File: src/rtl/stream_mux_rr.sv
// N-input registered stream mux, fixed-select or round-robin; 1-cycle latency.
// Backpressure: the output register loads only when empty or being popped, so in_ready follows out_ready combinationally.
module stream_mux_rr #(
    parameter int WIDTH = 8,
    parameter int N     = 4,
    parameter int SELW  = 2
) (
    input  logic                 clk,
    input  logic                 rst_n,
    input  logic [N*WIDTH-1:0]   in_data,
    input  logic [N-1:0]         in_valid,
    output logic [N-1:0]         in_ready,
    input  logic [SELW-1:0]      sel,
    input  logic                 mode,
    output logic [WIDTH-1:0]     out_data,
    output logic [SELW-1:0]      out_chan,
    output logic                 out_valid,
    input  logic                 out_ready
);

    logic                 out_valid_q;
    logic [WIDTH-1:0]     out_data_q;
    logic [SELW-1:0]      out_chan_q;
    logic [SELW-1:0]      last_grant_q;

    logic                 load_en;
    logic                 win_vld;
    logic [SELW-1:0]      win_idx;
    logic [WIDTH-1:0]     win_data;

    assign load_en = !out_valid_q || out_ready;

    always_comb begin
        int c;
        c        = 0;
        win_vld  = 1'b0;
        win_idx  = '0;
        win_data = '0;
        if (!mode) begin
            // sel >= N never matches any channel, so it can never grant
            for (int i = 0; i < N; i++) begin
                if (sel == SELW'(i) && in_valid[i]) begin
                    win_vld  = 1'b1;
                    win_idx  = SELW'(i);
                    win_data = in_data[i*WIDTH +: WIDTH];
                end
            end
        end else begin
            for (int k = 1; k <= N; k++) begin
                c = int'(last_grant_q) + k;
                if (c >= N) c = c - N;
                for (int i = 0; i < N; i++) begin
                    if (!win_vld && i == c && in_valid[i]) begin
                        win_vld  = 1'b1;
                        win_idx  = SELW'(i);
                        win_data = in_data[i*WIDTH +: WIDTH];
                    end
                end
            end
        end
    end

    always_comb begin
        in_ready = '0;
        if (rst_n && load_en && win_vld) begin
            for (int i = 0; i < N; i++) begin
                in_ready[i] = (win_idx == SELW'(i));
            end
        end
    end

    always_ff @(posedge clk or negedge rst_n) begin
        if (!rst_n) begin
            out_valid_q  <= 1'b0;
            out_data_q   <= '0;
            out_chan_q   <= '0;
            last_grant_q <= SELW'(N-1);
        end else if (load_en) begin
            if (win_vld) begin
                out_valid_q <= 1'b1;
                out_data_q  <= win_data;
                out_chan_q  <= win_idx;
                if (mode) last_grant_q <= win_idx;
            end else begin
                out_valid_q <= 1'b0;
            end
        end
    end

    assign out_valid = out_valid_q;
    assign out_data  = out_data_q;
    assign out_chan  = out_chan_q;

endmodule

File: config.mk
export PLATFORM = sky130hd
export DESIGN_NAME = stream_mux_rr
export DESIGN_NICKNAME = d
export VERILOG_FILES = /design/src/rtl/stream_mux_rr.sv
export SDC_FILE = /design/constraint.sdc
export NUM_CORES = 1
export LEC_CHECK = 0
export ABC_AREA = 1
export CORE_MARGIN = 8
export CORE_UTILIZATION = 47
export CTS_BUF_LIST = sky130_fd_sc_hd__clkbuf_4 sky130_fd_sc_hd__clkbuf_8 sky130_fd_sc_hd__clkbuf_16
export DETAILED_ROUTE_END_ITERATION = 8
export PLACE_DENSITY_LB_ADDON = 0.15
export SLEW_MARGIN = 20
export SYNTH_ARGS = -nofsm -noshare
export SYNTH_HDL_FRONTEND = slang
export SYNTH_SLANG_ARGS = --single-unit
File: constraint.sdc
create_clock -name clk -period 2.5 [get_ports clk]
set_clock_uncertainty 0.05 [all_clocks]
set_input_delay 0.5 -clock clk [delete_from_list [all_inputs] [get_ports clk]]
set_output_delay 0.5 -clock clk [all_outputs]
set_load 0.005 [all_outputs]
==> out/qor.yml <==
route:
  drc: 0
  wl_um: 13070
  wire_per_inst_um: 18.96
  drtAntennaViolNets: 0
  vias: 4106
  dr.pass1.iters: 7
  drtIter0Drc: 483
  viasPerCell: 5.959
worst_setup_path:
  cp-end-kind: "primary output"
  worstSetupPathType: "register to primary output"
  critPathMaxFanout: 6
  cp.required_ns: 1.95
  reg2reg_depth: 19
  critPathLaunchType: "register"
  cp_data_arrival_time_ns: 2.85
min_path:
  holdPathStages: 2
  hold_path.class: "register to register"
layout:
  drive_above_1_share_pct: 31.50
  diodes: 0
  fin_nets: 662
  utilization_pct: 81.99
  synthToLayoutAreaGrowth_pct: 68.36
  final_cells: 689
placed_design:
  pre_cts_slack_ns: -1.122
  dp_cells: 665
  place.gp.congestion: 0.9437
  hpwlAfterDp_um: 8625
  io_buffers: 56
logic_synthesis:
  async_reset_ff_share_pct: 100.0
  synth_common_cells: "114 x nor2_1, 89 x nand2_1, 56 x inv_1, 56 x nand3_1, 20 x nor3_1"
  postSynthCellCount: 458
  postSynthAreaPerCell_um2: 5.431
  yosys_warnings: 0
  synth_top_area_cell: "nor2_1"
  synthAdderAreaFrac_pct: 0
  synth_cell_types: 36
  synth_xor_area_share_pct: 0
  syn-num-nets: 500
  synth_top_area_share_pct: 17.20
  synth-simple-area-share_pct: 63.13
  synth_ff_type: "dfrtp_1"
  synth_edf_count: 0
  syn_area_mm2: 0.002487
  synth_top_family_by_area: "simple AND/OR/NAND/NOR gates"
  yosys-mux-area-fraction_pct: 0
  yosysSeqAreaShare_pct: 13.18
  synth_compound_area_share_pct: 10.41
  netlist_top_cells_area: "nor2_1 17%, nand2_1 13%, nand3_1 11%, dfrtp_1 11%, inv_1 8.5%"
  synth-seq-cells: 13
  synth_most_common_cell: "nor2_1"
clock_tree:
  root_buffer: "clkbuf_8"
  clock-sinks: 13
  clock_path_buffers: 2
  h-tree-depth: 1
  clk_transition_reported_paths_ns: 0.06
  cts_tree: "built"
  cts_buffers: 3
  worstSkewPairLatency_ns: 0.25
floorplan:
  ios: 57
  start_util_pct: 48.70
  die_y_um: 88.75
  die_area_mm2: 0.007877
  die-width_um: 88.75
  rows: 26
  design.core.area_mm2: 0.005107
power:
  leakage_nw: 2.102
  total_power_mw: 3.065
  swShare_pct: 49.62
  p_int_mw: 1.544
  power.switching_mw: 1.521
  irDropWorstVdd_uv: 550.1
  combPwrFrac_pct: 80.9
  p_seq_share_pct: 12.1
  p_per_area_mw_per_mm2: 731.9
  pwr-share-clk_pct: 7.0
timing:
  min_period_ns: 3.399
  fmax_ghz: 0.2942
  tightestPinTransition_ns: 0.4892
  hold_violations: 0
  grt_setup_unrepaired: "true"
  slew_headroom_pct: 67.14
  slew_viol_final: 0
  layout_setup_ws_ns: -0.8989
  fin_hold_ws_ns: 0.4246
  finalCritPeriodShare_pct: 136.0
  setup_violations: 16
global_routing:
  grt_pass1_vias: 3786
  grt_overflow_total: 0
  grt_max_degree: 17
  antenna_found_initial: 0
  grt_pass1_wl_um: 18440
  track_usage_pct: 30.40
run_status:
  violations: "setup timing"
  outcome: "finished with violations"
flow_run:
  max_cap_violations: 0
## layer usage
metal | wire (um) | vias to the layer above | global-route usage (%)
met5 | 0 | - | 0
met4 | 989 | 0 | 15.82
met3 | 1428 | 106 | 6.035
met2 | 6127 | 351 | 53.50
met1 | 4521 | 1826 | 33.51
li1 | - | 1823 | -
## logic make-up after synthesis
group,after synthesis
simple gates,325
flops,13
compound gates,42
buf+inv,78
## metrics by stage
step | cell area [um2] | TNS, ns
after floorplan | 2507 | -0.6963
after global placement | 3792 | -6.332
after detailed placement | 3792 | -7.983
after CTS | 3979 | -2.927
after global routing | 4188 | -7.884
final | 4188 | -5.947
## path summary, 6_finish.rpt
| check | startpoint | to | slack, ns |
|---|---|---|---|
| worst max-delay path | last_grant_q[0]$_DFFE_PN1P_ | in_ready[2] | -0.90 |
| worst min-delay path | out_data[3]$_DFFE_PN0P_ | out_data[3]$_DFFE_PN0P_ | 0.42 |
| worst max register to register | last_grant_q[1]$_DFFE_PN1P_ | out_data[7]$_DFFE_PN0P_ | -0.27 |
| worst min register to register | out_data[3]$_DFFE_PN0P_ | out_data[3]$_DFFE_PN0P_ | 0.42 |
| max in group asynchronous | rst_n | last_grant_q[0]$_DFFE_PN1P_ | 1.46 |
| min in group asynchronous | rst_n | out_data[1]$_DFFE_PN0P_ | 0.69 |
## timing repair
action                                  CTS  global route
setup buffers                            11            10
gates cloned                              1             0
endpoints found under the setup margin   15            16
resized for setup                        39            42
pin swaps                                13            36
hold buffers                              0             0
## layout by cell type (no fill, tap or decap), types with 6 or more instances in the layout
master	count
a21oi_1	18
a221oi_1	7
buf_4	93
buf_6	16
clkdlybuf4s50_1	48
dfrtp_1	11
inv_1	53
inv_2	8
nand2_1	83
nand3_1	51
nand3_4	8
nand4_1	19
nor2_1	101
nor2_2	17
nor2_4	6
nor3_1	20
## worst max-delay path: stages (launching register included)
cell	delay, ns
dfstp_2	0.67
inv_4	0.10
buf_4	0.15
nor2_2	0.08
inv_2	0.07
nor2_4	0.14
inv_1	0.09
nand4_1	0.14
nor2_2	0.07
nand4_2	0.14
nor2_1	0.08
nand2_1	0.12
nand2_1	0.11
nor2_2	0.21
nand2_2	0.11
nor2_1	0.16
buf_2	0.15
## sequential cells by signal, indices dropped and copies added (netlist names)
name and cells:
last_grant_q 2, out_chan 2, out_valid 1, out_data 8
## layout make-up
class	instances	area, um2
fillers	338	919.6
clock buffers	4	48.80
repair buffers	167	1454
well taps	70	87.58
flip-flops and latches	13	327.8
multi-input cells	368	2011
inverters	67	259.0
## power by group through the flow
| stage | registers, mW | clock network, mW | logic, mW |
|---|---|---|---|
| CTS | 0.365 | 0.211 | 2.11 |
| finish | 0.372 | 0.214 | 2.48 |
| global route | 0.380 | 0.229 | 2.65 |
| detailed placement | 0.362 | 0 | 1.95 |
| floorplan | 0.340 | 0 | 1.16 |
| global placement | 0.354 | 0 | 1.90 |
No activity file was read; power rests on OpenSTA's default activity.
